**src/rtl/cpu_ctrl_pkg.sv**
```systemverilog
// Shared definitions for the CPU control path: sequencer state encoding,
// datapath width and reset values.
package cpu_ctrl_pkg;

  localparam int WIDTH = 16;

  typedef enum logic [2:0] {
    ST_IDLE   = 3'd0,
    ST_FETCH  = 3'd1,
    ST_DECODE = 3'd2,
    ST_EXEC   = 3'd3,
    ST_UPDATE = 3'd4,
    ST_HALTED = 3'd5
  } state_e;

  localparam state_e           STATE_RST = ST_IDLE;
  localparam logic [WIDTH-1:0] INSTR_RST = {WIDTH{1'b0}};
  localparam logic [WIDTH-1:0] WORD_ZERO = {WIDTH{1'b0}};
  localparam logic             FLAG_RST  = 1'b0;

endpackage

```
**src/rtl/pc_sequencer_if.sv**
```systemverilog
// Bundle of PC control, instruction-memory and datapath handshake signals
// around pc_sequencer; master is the sequencer side.
interface pc_sequencer_if #(parameter int WIDTH = cpu_ctrl_pkg::WIDTH);

  logic             run;
  logic [WIDTH-1:0] pc_value;
  logic             pc_reset;
  logic             pc_load;
  logic             pc_inc;
  logic [WIDTH-1:0] pc_in;
  logic             imem_req;
  logic [WIDTH-1:0] imem_addr;
  logic             imem_ack;
  logic [WIDTH-1:0] imem_data;
  logic [WIDTH-1:0] instr;
  logic             instr_valid;
  logic             exec_done;
  logic             branch_taken;
  logic [WIDTH-1:0] branch_target;
  logic             busy;
  logic             halted;

  modport master (
    input  run, pc_value, imem_ack, imem_data, exec_done, branch_taken, branch_target,
    output pc_reset, pc_load, pc_inc, pc_in, imem_req, imem_addr, instr, instr_valid,
           busy, halted
  );

  modport slave (
    output run, pc_value, imem_ack, imem_data, exec_done, branch_taken, branch_target,
    input  pc_reset, pc_load, pc_inc, pc_in, imem_req, imem_addr, instr, instr_valid,
           busy, halted
  );

endinterface

```
**src/rtl/pc_sequencer.sv**
```systemverilog
// Fetch/decode/execute/update controller for the 16-bit CPU.
// Optional jump-to-self halt detection is enabled by defining HALT_DETECT_EN.
module pc_sequencer
  import cpu_ctrl_pkg::*;
(
  input logic            clk,
  input logic            reset,
  pc_sequencer_if.master bus
);

  state_e           state_r;
  logic [WIDTH-1:0] instr_r;
  logic             taken_r;
  logic [WIDTH-1:0] target_r;
`ifdef HALT_DETECT_EN
  logic [WIDTH-1:0] fetch_addr_r;
`endif

  logic             imem_req_s;
  logic [WIDTH-1:0] imem_addr_s;
  logic             instr_valid_s;
  logic             pc_load_s;
  logic             pc_inc_s;
  logic [WIDTH-1:0] pc_in_s;
  logic             busy_s;
  logic             halted_s;

  // Sequencer state, instruction register and branch latches
  always_ff @(posedge clk) begin
    if (!reset) begin
      state_r  <= STATE_RST;
      instr_r  <= INSTR_RST;
      taken_r  <= FLAG_RST;
      target_r <= WORD_ZERO;
`ifdef HALT_DETECT_EN
      fetch_addr_r <= WORD_ZERO;
`endif
    end else begin
      case (state_r)
        ST_IDLE: begin
          if (bus.run) state_r <= ST_FETCH;
          else         state_r <= ST_IDLE;
        end
        ST_FETCH: begin
          // Request and address stay put until the memory acknowledges.
          if (bus.imem_ack) begin
            instr_r <= bus.imem_data;
`ifdef HALT_DETECT_EN
            fetch_addr_r <= bus.pc_value;
`endif
            state_r <= ST_DECODE;
          end else begin
            state_r <= ST_FETCH;
          end
        end
        ST_DECODE: state_r <= ST_EXEC;
        ST_EXEC: begin
          if (bus.exec_done) begin
            taken_r  <= bus.branch_taken;
            target_r <= bus.branch_target;
            state_r  <= ST_UPDATE;
          end else begin
            state_r <= ST_EXEC;
          end
        end
        ST_UPDATE: begin
`ifdef HALT_DETECT_EN
          // A taken jump back to its own address is the halt idiom.
          if (taken_r && (target_r == fetch_addr_r)) state_r <= ST_HALTED;
          else if (bus.run)                          state_r <= ST_FETCH;
          else                                       state_r <= ST_IDLE;
`else
          if (bus.run) state_r <= ST_FETCH;
          else         state_r <= ST_IDLE;
`endif
        end
        ST_HALTED: state_r <= ST_HALTED;
        default:   state_r <= ST_IDLE;
      endcase
    end
  end

  // Moore output decode from the state register
  always_comb begin
    imem_req_s    = 1'b0;
    imem_addr_s   = WORD_ZERO;
    instr_valid_s = 1'b0;
    pc_load_s     = 1'b0;
    pc_inc_s      = 1'b0;
    pc_in_s       = WORD_ZERO;
    busy_s        = 1'b0;
    halted_s      = 1'b0;
    case (state_r)
      ST_IDLE: busy_s = 1'b0;
      ST_FETCH: begin
        imem_req_s  = 1'b1;
        imem_addr_s = bus.pc_value;
        busy_s      = 1'b1;
      end
      ST_DECODE: begin
        instr_valid_s = 1'b1;
        busy_s        = 1'b1;
      end
      ST_EXEC: busy_s = 1'b1;
      ST_UPDATE: begin
        busy_s = 1'b1;
        if (taken_r) begin
          pc_load_s = 1'b1;
          pc_in_s   = target_r;
        end else begin
          pc_inc_s = 1'b1;
        end
      end
      ST_HALTED: begin
`ifdef HALT_DETECT_EN
        halted_s = 1'b1;
`else
        halted_s = 1'b0;
`endif
      end
      default: busy_s = 1'b0;
    endcase
  end

  // pc_reset is combinational so the PC clears on the same edge as the sequencer.
  assign bus.pc_reset    = ~reset;
  assign bus.pc_load     = pc_load_s;
  assign bus.pc_inc      = pc_inc_s;
  assign bus.pc_in       = pc_in_s;
  assign bus.imem_req    = imem_req_s;
  assign bus.imem_addr   = imem_addr_s;
  assign bus.instr       = instr_r;
  assign bus.instr_valid = instr_valid_s;
  assign bus.busy        = busy_s;
  assign bus.halted      = halted_s;

endmodule

```
**src/flat_wrapper.sv**
```systemverilog
// flat-port wrapper written by rule: the top's interface ports become plain ports
module pc_sequencer_flat import cpu_ctrl_pkg::*;
  (clk, reset, bus_run, bus_pc_value, bus_imem_ack, bus_imem_data, bus_exec_done, bus_branch_taken, bus_branch_target, bus_pc_reset, bus_pc_load, bus_pc_inc, bus_pc_in, bus_imem_req, bus_imem_addr, bus_instr, bus_instr_valid, bus_busy, bus_halted);
  pc_sequencer_if bus_i ();
  input logic clk;
  input logic reset;
  input wire logic [$bits(bus_i.run)-1:0] bus_run;
  input wire logic [$bits(bus_i.pc_value)-1:0] bus_pc_value;
  input wire logic [$bits(bus_i.imem_ack)-1:0] bus_imem_ack;
  input wire logic [$bits(bus_i.imem_data)-1:0] bus_imem_data;
  input wire logic [$bits(bus_i.exec_done)-1:0] bus_exec_done;
  input wire logic [$bits(bus_i.branch_taken)-1:0] bus_branch_taken;
  input wire logic [$bits(bus_i.branch_target)-1:0] bus_branch_target;
  output wire logic [$bits(bus_i.pc_reset)-1:0] bus_pc_reset;
  output wire logic [$bits(bus_i.pc_load)-1:0] bus_pc_load;
  output wire logic [$bits(bus_i.pc_inc)-1:0] bus_pc_inc;
  output wire logic [$bits(bus_i.pc_in)-1:0] bus_pc_in;
  output wire logic [$bits(bus_i.imem_req)-1:0] bus_imem_req;
  output wire logic [$bits(bus_i.imem_addr)-1:0] bus_imem_addr;
  output wire logic [$bits(bus_i.instr)-1:0] bus_instr;
  output wire logic [$bits(bus_i.instr_valid)-1:0] bus_instr_valid;
  output wire logic [$bits(bus_i.busy)-1:0] bus_busy;
  output wire logic [$bits(bus_i.halted)-1:0] bus_halted;
  assign bus_i.run = bus_run;
  assign bus_i.pc_value = bus_pc_value;
  assign bus_i.imem_ack = bus_imem_ack;
  assign bus_i.imem_data = bus_imem_data;
  assign bus_i.exec_done = bus_exec_done;
  assign bus_i.branch_taken = bus_branch_taken;
  assign bus_i.branch_target = bus_branch_target;
  assign bus_pc_reset = bus_i.pc_reset;
  assign bus_pc_load = bus_i.pc_load;
  assign bus_pc_inc = bus_i.pc_inc;
  assign bus_pc_in = bus_i.pc_in;
  assign bus_imem_req = bus_i.imem_req;
  assign bus_imem_addr = bus_i.imem_addr;
  assign bus_instr = bus_i.instr;
  assign bus_instr_valid = bus_i.instr_valid;
  assign bus_busy = bus_i.busy;
  assign bus_halted = bus_i.halted;
  pc_sequencer u_core (.clk(clk), .reset(reset), .bus(bus_i));
endmodule
```
**config.mk**
```make
export PLATFORM = sky130hd
export DESIGN_NAME = pc_sequencer_flat
export DESIGN_NICKNAME = d
export VERILOG_FILES = /design/src/rtl/cpu_ctrl_pkg.sv /design/src/rtl/pc_sequencer_if.sv /design/src/rtl/pc_sequencer.sv /design/src/flat_wrapper.sv
export SDC_FILE = /design/constraint.sdc
export NUM_CORES = 1
export LEC_CHECK = 0
export ABC_AREA = 1
export ABC_CLOCK_PERIOD_IN_PS = 1000
export BUFFER_PORTS_ARGS = -buffer_cell sky130_fd_sc_hd__clkbuf_2
export CAP_MARGIN = 20
export CELL_PAD_IN_SITES_DETAIL_PLACEMENT = 0
export CELL_PAD_IN_SITES_GLOBAL_PLACEMENT = 1
export CORE_ASPECT_RATIO = 0.5
export CORE_MARGIN = 10
export CORE_UTILIZATION = 25
export CTS_BUF_LIST = sky130_fd_sc_hd__clkbuf_8 sky130_fd_sc_hd__clkbuf_16
export DETAILED_ROUTE_END_ITERATION = 8
export PLACE_DENSITY_LB_ADDON = 0.1
export SKIP_CTS_REPAIR_TIMING = 1
export SLEW_MARGIN = 20
export SYNTH_ARGS = -nofsm -noshare
export SYNTH_HDL_FRONTEND = slang
export SYNTH_SLANG_ARGS = --single-unit
```
**constraint.sdc**
```tcl
create_clock -name clk -period 1 [get_ports clk]
set_input_delay 0 -clock clk [delete_from_list [all_inputs] [get_ports clk]]
set_output_delay 0 -clock clk [all_outputs]
set_load 0.03 [all_outputs]
```
* Word level (Yosys, flattened, before mapping)
Cells that the tools add are included.
** Word-level totals
- Register bits after elaboration :: 36
- Input port bits :: 54
- Output and inout bits :: 55
- Logic and storage cells :: 29
** Operators by class
- Equal/unequal tests :: 5
- Multiplexer cells :: 14
- Bitwise operators :: 1
- Reductions and logical operators :: 5
** Operators with widths (number)
- 16-bit 2-to-1 mux :: 3
- 3-bit one-hot mux with 5 select lines :: 1
- 1-bit 2-to-1 mux :: 8
- 3-bit by 2-bit == test with 1-bit output, second input constant :: 2
- 3-bit == test, second input constant :: 2
- 2-bit AND reduction :: 2
- 4-bit OR reduction :: 1
- 3-bit by 1-bit == test with 1-bit output, second input constant :: 1
- 3-bit logical NOT :: 1
- 3-bit 2-to-1 mux :: 1
- 2-bit 2-to-1 mux :: 1
- 2-bit OR reduction :: 1
- 1-bit NOT :: 1

* Depth between registers and ports, before layout
Gate-level depths: netlist of run 1.
- Word-level depth :: 3
- Depth in mapped cells :: 7
- Mapped depth without buffers :: 6

* Least setup slack after synthesis of run 1
OpenSTA, ideal clock, no wires.
- Kind :: register to output
- From :: reg u_core.state_r[0]
- To :: out bus_imem_addr[10]
- Arrival time :: 1305 ps
- Required time :: 1000 ps
- Setup slack :: -305 ps
- Stages on the path, launching flop included :: 6
- Cells stage by stage :: dfxtp_1 > inv_1 > nor2_4 > nand2_4 > buf_2 > nor2_1
** Between the ends
- Cells in the longest elaborated chain, start to end :: 2
** Ends and longest elaborated chain
- start: declaration :: RTL line pc_sequencer.sv:11 : state_e state_r;
- start signal: assignment :: RTL line pc_sequencer.sv:31 : state_r <= STATE_RST;
- start signal: assignment :: RTL line pc_sequencer.sv:41 : if (bus.run) state_r <= ST_FETCH;
- start signal: assignment :: RTL line pc_sequencer.sv:42 : else state_r <= ST_IDLE;
- 3-bit by 1-bit == test with 1-bit output :: RTL line pc_sequencer.sv:93 : case (state_r)
- 16-bit 2-to-1 mux :: RTL line pc_sequencer.sv:93
- end: declaration :: RTL line flat_wrapper.sv:19 : output wire logic [$bits(bus_i.imem_addr)-1:0] bus_imem_addr;
No other way between the ends.

* Worst setup path in the final report of run 1
- From :: reg u_core.state_r[1]
- To :: out bus_imem_addr[4]
The elaborated chain is that of the path after synthesis.

==> reports/metrics.cfg, run 1 <==
[logic_synthesis]
ys_types = 19
ys_seq_area_share_pct = 38.6
ys_warn_count = 0
synth_fp_nets = 351
syn_avg_cell_area_um2 = 6.29
netlist_area_mm2 = 0.00187
synthCells = 297
ys_ff_latch = 36

[finish]
fin_nets = 483
layout.cells.non_filler = 526
mostFrequentLayoutCells = clkbuf_2 (70), nor2_1 (48), buf_6 (44)
final_common_cell = clkbuf_2
drive_above_1_share_pct = 57.7
post-route-util_pct = 51.9
antennaDiodeCount = 0
area_growth_pct = 103
num-fill-cells = 708

[setup_path]
startpoint_type = flip-flop
critPathMaxStageDelay_ps = 390
cp_top_family = flip-flops
endpoint_kind = primary output
criticalPathCategory = reg -> out
slowest_stage = dfxtp_4
worstPathMaxFanout = 8
r2r_end = u_core.target_r[4]$_SDFFE_PN0P_
critical_path.cell_chain = nor2_4 > nand2_4 > clkbuf_16 > nor2_2 > buf_6
reg2reg_depth = 8
r2r_slack_ps = -260
rr_startpoint = u_core.state_r[2]$_SDFF_PN0_
critPathArrivalTime_ps = 1350
cp_num_buf_inv = 2
crit_required_ps = 1000

[sta]
maxSlewViolCount = 0
rsz0062_at_grt = yes
setup_slack_ps = -349
hold_ws_ps = 17.9
fin_tns_setup_ps = -17370
clock.fmax_ghz = 0.741
finalSetupViolCount = 72
finalHoldViolCount = 0
min_period_ps = 1350
period_share_pct = 135
fin_skew_ps = 4.81

[clock_network]
clk_latency_ps = 270
clk_path_buf_depth = 2
cts_max_level = 2
cts_sinks = 36
numCtsBuffers = 5
clkTransAtPathRegs_ps = 50
cts_tree = yes
cts-root-buf = clkbuf_16

[global_routing]
overflow = 0
antenna_found_initial = 0
globalRouteTotalUtil_pct = 10.3
grt_max_degree = 22
grt_pass1_wl_um = 9840
grt_pass1_vias = 2107

[pwr]
powerDensity_mw_per_mm2 = 1170
leakagePower_nw = 1.85
ir_worst_vdd_mv = 0.655
p_total_mw = 4.41

[die]
start_util_pct = 25.6
die_x_um = 142
die_h_um = 81.1
rows = 22
die-area_mm2 = 0.0115
io_pins = 109
core_area_mm2 = 0.00729

[placed_design]
port_buffers = 107
dp_hpwl_um = 4980
dpl.cell_count = 505
gp_congestion = 0.702

[min_path]
min_path_type = in -> reg
worstHoldStart = bus_branch_target[1]
whs_endpoint = u_core.target_r[1]$_SDFFE_PN0P_
min_path_cells = 5

[outcome]
violations = negative setup slack
status = finished, violations left

[detailed_routing]
via_count = 2203
routed_wl_um = 6960
route.detailed.drc = 0
ant_nets = 0
viasPerCell = 4.19
drt-wirelength-per-cell_um = 13.2
drt_iter0_markers = 79
firstDrtPassIters = 4

[flow_run]
cap_violations = 0

how the worst max path moves through the flow:
stage / from / to / slack, ps / cells past startpoint
floorplan: u_core.state_r[0]$_SDFF_PN0_ / bus_imem_addr[10] / -120 / 5
global route: u_core.state_r[0]$_SDFF_PN0_ / bus_imem_addr[4] / -410 / 6
finish: u_core.state_r[1]$_SDFF_PN0_ / bus_imem_addr[4] / -350 / 5
detailed placement: u_core.state_r[0]$_SDFF_PN0_ / u_core.target_r[13]$_SDFFE_PN0P_ / -120 / 6
global placement: u_core.state_r[0]$_SDFF_PN0_ / bus_imem_addr[10] / -110 / 6
CTS: u_core.state_r[0]$_SDFF_PN0_ / bus_imem_addr[10] / -420 / 6
metrics by stage:
| step | cell area, um2 | setup WS [ps] |
|---|---|---|
| after CTS | 3020 | -417 |
| final | 3780 | -349 |
| after detailed placement | 2870 | -121 |
| after global routing | 3780 | -409 |
| after floorplan | 2100 | -121 |
| after global placement | 2870 | -107 |
synthesized netlist by cell type:
cell type  number  area (um2)
nand3b_1       16         120
nand2_4         2        22.5
buf_1           3        11.3
buf_4           3        22.5
inv_1          40         150
buf_6           4        45.0
nor2_1        102         383
nand2_1        71         267
conb_1          1        3.75
nor2_8          1        20.0
nand2_2         2        12.5
nor2_2          1        6.26
nand3_1         4        20.0
dfxtp_1        36         721
a21oi_1         2        10.0
clkbuf_1        1        3.75
nor2_4          2        22.5
buf_2           4        20.0
inv_2           2        7.51
worst min-delay path, cell delays in order:
cell      delay (ps)
clkbuf_2          80
inv_1             50
nand2_2           40
nand2_1           50
nor2_1            30
power breakdown:
part / total [mW] / switching [mW] / internal [mW]
logic: 1.31 / 0.736 / 0.577
registers: 1.57 / 0.0687 / 1.50
clock network: 1.53 / 0.555 / 0.972
total: 4.41 / 1.36 / 3.05
state kept, by name, indices dropped and copies added, names as in the netlist:
name              count
u_core.bus.instr     16
u_core.state_r        3
u_core.taken_r        1
u_core.target_r      16
final cells by class:
class | count | area [um2] | share of cell area, %
clock inverter | 2 | 7.51 | 0.198
timing repair buffer | 140 | 1240 | 32.7
inverter | 42 | 169 | 4.46
multi-input combinational | 204 | 1380 | 36.5
clock buffer | 6 | 139 | 3.67
sequential | 36 | 732 | 19.3
tap | 96 | 120 | 3.17
per-layer routing:
| layer | GRT usage, % | part of all wire [%] | vias up |
|---|---|---|---|
| met5 | 0 | 0 | - |
| li1 | - | - | 1128 |
| met4 | 1.83 | 1.0 | 0 |
| met3 | 6.29 | 13 | 4 |
| met2 | 17.4 | 48 | 70 |
| met1 | 11.1 | 38 | 1001 |
logic make-up (layout without fill, tap and decap cells):
logic type | Yosys count | after routing | share of synthesized area (%)
simple gates | 201 | 201 | 46.8
buf+inv | 57 | 190 | 13.9
flops | 36 | 36 | 38.6
compound gates | 2 | 2 | 0.536
other cells | 1 | 1 | 0.201
No activity file was read; power rests on OpenSTA's default activity.
==> run 2, diff against run 1 <==
Settings changed: CAP_MARGIN 20 to 40, PLACE_DENSITY set to 0.74, PLACE_DENSITY_LB_ADDON 0.1 to not set.
==> run 2 against run 1 <==
The flow still finishes with violations (negative setup slack). Fmax is 5.8% higher. Cell area is 10% lower. Sequential share of layout area is 2.1 points higher. Critical path type unchanged. Highest routed layer unchanged.
==> reports/metrics.cfg, run 2 (same netlist as run 1, synthesis figures left out) <==
[clock_network]
clk_latency_ps = 280
cts_sinks = 36
numCtsBuffers = 5
cts_max_level = 2
clkTransAtPathRegs_ps = 50
clk_path_buf_depth = 2
cts-root-buf = clkbuf_16
cts_tree = yes

[sta]
hold_ws_ps = 5.08
finalHoldViolCount = 0
finalSetupViolCount = 73
min_period_ps = 1280
maxSlewViolCount = 0
clock.fmax_ghz = 0.784
period_share_pct = 128
rsz0062_at_grt = yes
fin_skew_ps = 2.86
setup_slack_ps = -275

[detailed_routing]
firstDrtPassIters = 4
drt_iter0_markers = 105
via_count = 2076
ant_nets = 0
viasPerCell = 3.98
route.detailed.drc = 0
drt-wirelength-per-cell_um = 12.0
routed_wl_um = 6240

[global_routing]
grt_pass1_vias = 1938
antenna_found_initial = 0
overflow = 0
globalRouteTotalUtil_pct = 9.92
grt_max_degree = 22
grt_pass1_wl_um = 9430

[setup_path]
r2r_slack_ps = -120
rr_startpoint = u_core.state_r[0]$_SDFF_PN0_
criticalPathCategory = reg -> out
crit_required_ps = 1000
startpoint_type = flip-flop
worstPathMaxFanout = 13
critPathArrivalTime_ps = 1280
endpoint_kind = primary output
reg2reg_depth = 6
r2r_end = u_core.state_r[2]$_SDFF_PN0_

[outcome]
violations = negative setup slack
status = finished, violations left

[finish]
post-route-util_pct = 46.7
mostFrequentLayoutCells = nand2_1 (71), clkbuf_2 (70), nor2_1 (68)
drive_above_1_share_pct = 46.1
final_common_cell = nand2_1
design_area_mm2 = 0.00341
area_growth_pct = 82.4
antennaDiodeCount = 0
fin_nets = 479

[placed_design]
placed_area_mm2 = 0.00286
gp_congestion = 0.713
dp_hpwl_um = 4860
port_buffers = 107

[die]
rows = 22
core_area_mm2 = 0.00729
die-area_mm2 = 0.0115
die_x_um = 142
io_pins = 109
start_util_pct = 25.6
die_h_um = 81.1

[pwr]
leakagePower_nw = 1.66
ir_worst_vdd_mv = 0.639
powerDensity_mw_per_mm2 = 1270

[min_path]
worstHoldStart = bus_branch_target[2]
min_path_type = in -> reg
min_path_cells = 5
whs_endpoint = u_core.target_r[2]$_SDFFE_PN0P_

[flow_run]
cap_violations = 0

[run 2: changes by cell type in the layout (fill, tap and decap cells not counted), sizes merged]
| cell | delta |
|---|---|
| clkbuf | -3 |
| clkinv | -1 |
| inv | -1 |
[run 2: worst max-delay path, cell delays in order, from the launching register on]
cell     delay (ps)
dfxtp_4         360
nor2_4          150
nand2_4          70
buf_12          170
nor2_4          110
buf_6           130
[run 2: area by class of cell]
type	instances	area, um2
fill	742	3890
multi-input combinational	204	1140
timing repair buffer	136	1100
sequential	36	732
inverter	42	166
clock buffer	7	153
tap	96	120
[run 2: per-stage QoR]
step	setup slack, ps	cells	setup TNS [ps]	total power, mW
after CTS	-403	514	-16580	4.20
after floorplan	-121	297	-2440	2.24
after global placement	-100	507	-4550	2.57
after detailed placement	-134	507	-5000	2.58
after global routing	-338	521	-16890	4.56
final	-275	521	-12060	4.34
[run 2: worst max-delay path by stage]
stage / startpoint / endpoint / slack (ps) / cells after the start
2_1_floorplan: u_core.state_r[0]$_SDFF_PN0_ / bus_imem_addr[10] / -120 / 5
3_3_place_gp: u_core.state_r[0]$_SDFF_PN0_ / bus_imem_addr[10] / -100 / 6
3_5_place_dp: u_core.state_r[0]$_SDFF_PN0_ / u_core.target_r[13]$_SDFFE_PN0P_ / -130 / 6
4_1_cts: u_core.state_r[0]$_SDFF_PN0_ / bus_imem_addr[10] / -400 / 6
5_1_grt: u_core.state_r[0]$_SDFF_PN0_ / bus_pc_in[2] / -340 / 5
6_report: u_core.state_r[0]$_SDFF_PN0_ / bus_pc_in[10] / -280 / 5
[run 2: routing by layer]
layer  global-route usage, %  vias to the layer above  wire length (um)
li1                        -                     1116                 -
met1                    11.0                      929              2460
met2                    18.7                       27              3510
met3                    2.39                        4               228
met4                    2.74                        0                44
met5                       0                        -                 0
[run 2: power by group]
group / switching (mW) / internal, mW
sequential: 0.0469 / 1.50
clock: 0.561 / 1.04
combinational: 0.670 / 0.512
total: 1.28 / 3.06
==> run 3, diff against run 2 <==
Settings changed: SKIP_LAST_GASP set to 1.
==> run 3 against run 2 <==
Critical path depth rose by 1. Via count rose by 0.14%. Clock skew barely moved. Core utilization fell by 0.069 points. Register-to-register slack barely moved. Non-clock buffer count did not move. The run still ends with negative setup slack left.
==> reports/metrics.cfg, run 3 (same netlist as run 1, synthesis figures left out) <==
[setup_path]
startpoint_type = flip-flop
crit_required_ps = 1000
endpoint_kind = primary output
criticalPathCategory = reg -> out
critPathArrivalTime_ps = 1280
worstPathMaxFanout = 9

[global_routing]
overflow = 0
grt_pass1_vias = 1938
antenna_found_initial = 0
grt_max_degree = 22
globalRouteTotalUtil_pct = 9.92
grt_pass1_wl_um = 9430

[detailed_routing]
drt_iter0_markers = 100
route.detailed.drc = 0
drt-wirelength-per-cell_um = 12.0
ant_nets = 0
routed_wl_um = 6250
firstDrtPassIters = 4
viasPerCell = 3.99
via_count = 2079

[placed_design]
placed_area_mm2 = 0.00286
gp_congestion = 0.713
dp_hpwl_um = 4860
port_buffers = 107

[sta]
min_period_ps = 1280
setup_slack_ps = -283
clock.fmax_ghz = 0.780
rsz0062_at_grt = yes
period_share_pct = 128
maxSlewViolCount = 0
fin_skew_ps = 2.77
finalHoldViolCount = 0
finalSetupViolCount = 73

[finish]
ff_latch_area_um2 = 732
area_growth_pct = 82.1
design_area_mm2 = 0.00340
final_common_cell = nand2_1
antennaDiodeCount = 0
multiInputGateArea_mm2 = 0.00113
num-fill-cells = 743
fin_nets = 479
drive_above_1_share_pct = 46.1
mostFrequentLayoutCells = nand2_1 (71), clkbuf_2 (70), nor2_1 (68)

[pwr]
ir_worst_vdd_mv = 0.639
p_total_mw = 4.33
leakagePower_nw = 1.66
powerDensity_mw_per_mm2 = 1270

[die]
die_x_um = 142
core_area_mm2 = 0.00729
rows = 22
die_h_um = 81.1
start_util_pct = 25.6
io_pins = 109
die-area_mm2 = 0.0115

[outcome]
violations = negative setup slack
status = finished, violations left

[min_path]
min_path_type = in -> reg

[clock_network]
cts_max_level = 2
clk_latency_ps = 280
clk_path_buf_depth = 2
cts-root-buf = clkbuf_16
cts_tree = yes
cts_sinks = 36
clkTransAtPathRegs_ps = 50
numCtsBuffers = 5

[flow_run]
cap_violations = 0

run 3: cell counts in the layout (fill, tap and decap cells not counted):
Identical to the previous run, type by type.
run 3: worst max-delay path: stages (launching register included):
cell	delay, ps
dfxtp_4	380
inv_2	50
nor2_4	100
nand2_4	80
buf_12	160
nor2_2	100
buf_6	140
run 3: final cells by class:
| type | instances | area share (%) |
|---|---|---|
| clock buffer | 7 | 4.49 |
| inverter | 42 | 4.89 |
| multi-input combinational | 204 | 33.2 |
| sequential | 36 | 21.5 |
| tap | 96 | 3.53 |
| timing repair buffer | 136 | 32.3 |
run 3: worst paths after layout:
check | end | slack, ps | cells after the start | startpoint
setup / recovery | bus_imem_addr[2] | -280 | 6 | u_core.state_r[0]$_SDFF_PN0_
hold / removal | u_core.target_r[12]$_SDFFE_PN0P_ | 6 | 5 | bus_branch_target[12]
setup reg to reg | u_core.state_r[2]$_SDFF_PN0_ | -120 | 6 | u_core.state_r[0]$_SDFF_PN0_
hold reg to reg | u_core.bus.instr[3]$_SDFFE_PN0P_ | 480 | 2 | u_core.bus.instr[3]$_SDFFE_PN0P_
run 3: stage by stage:
stage	util [%]	hold slack [ps]	std cells	setup slack, ps	setup TNS (ps)
floorplan	-	122	297	-121	-2440
global placement	39.3	289	507	-100	-4550
detailed placement	39.3	293	507	-134	-5000
CTS	41.4	0.572	514	-403	-16580
global route	46.6	19.2	521	-338	-16890
finish	46.6	5.52	521	-283	-12080
run 3: metal layers:
metal	up-vias	global-route usage, %	part of all wire [%]
li1	1117	-	-
met1	931	11.0	39
met2	27	18.7	56
met4	0	2.74	0.70
met3	4	2.39	3.6
met5	-	0	0
run 3: where the power goes:
part           switching, mW  leakage (nW)  internal, mW
combinational          0.668          1.29         0.511
clock                  0.561        0.0760          1.04
sequential            0.0469         0.294          1.50
total                   1.28          1.66          3.06
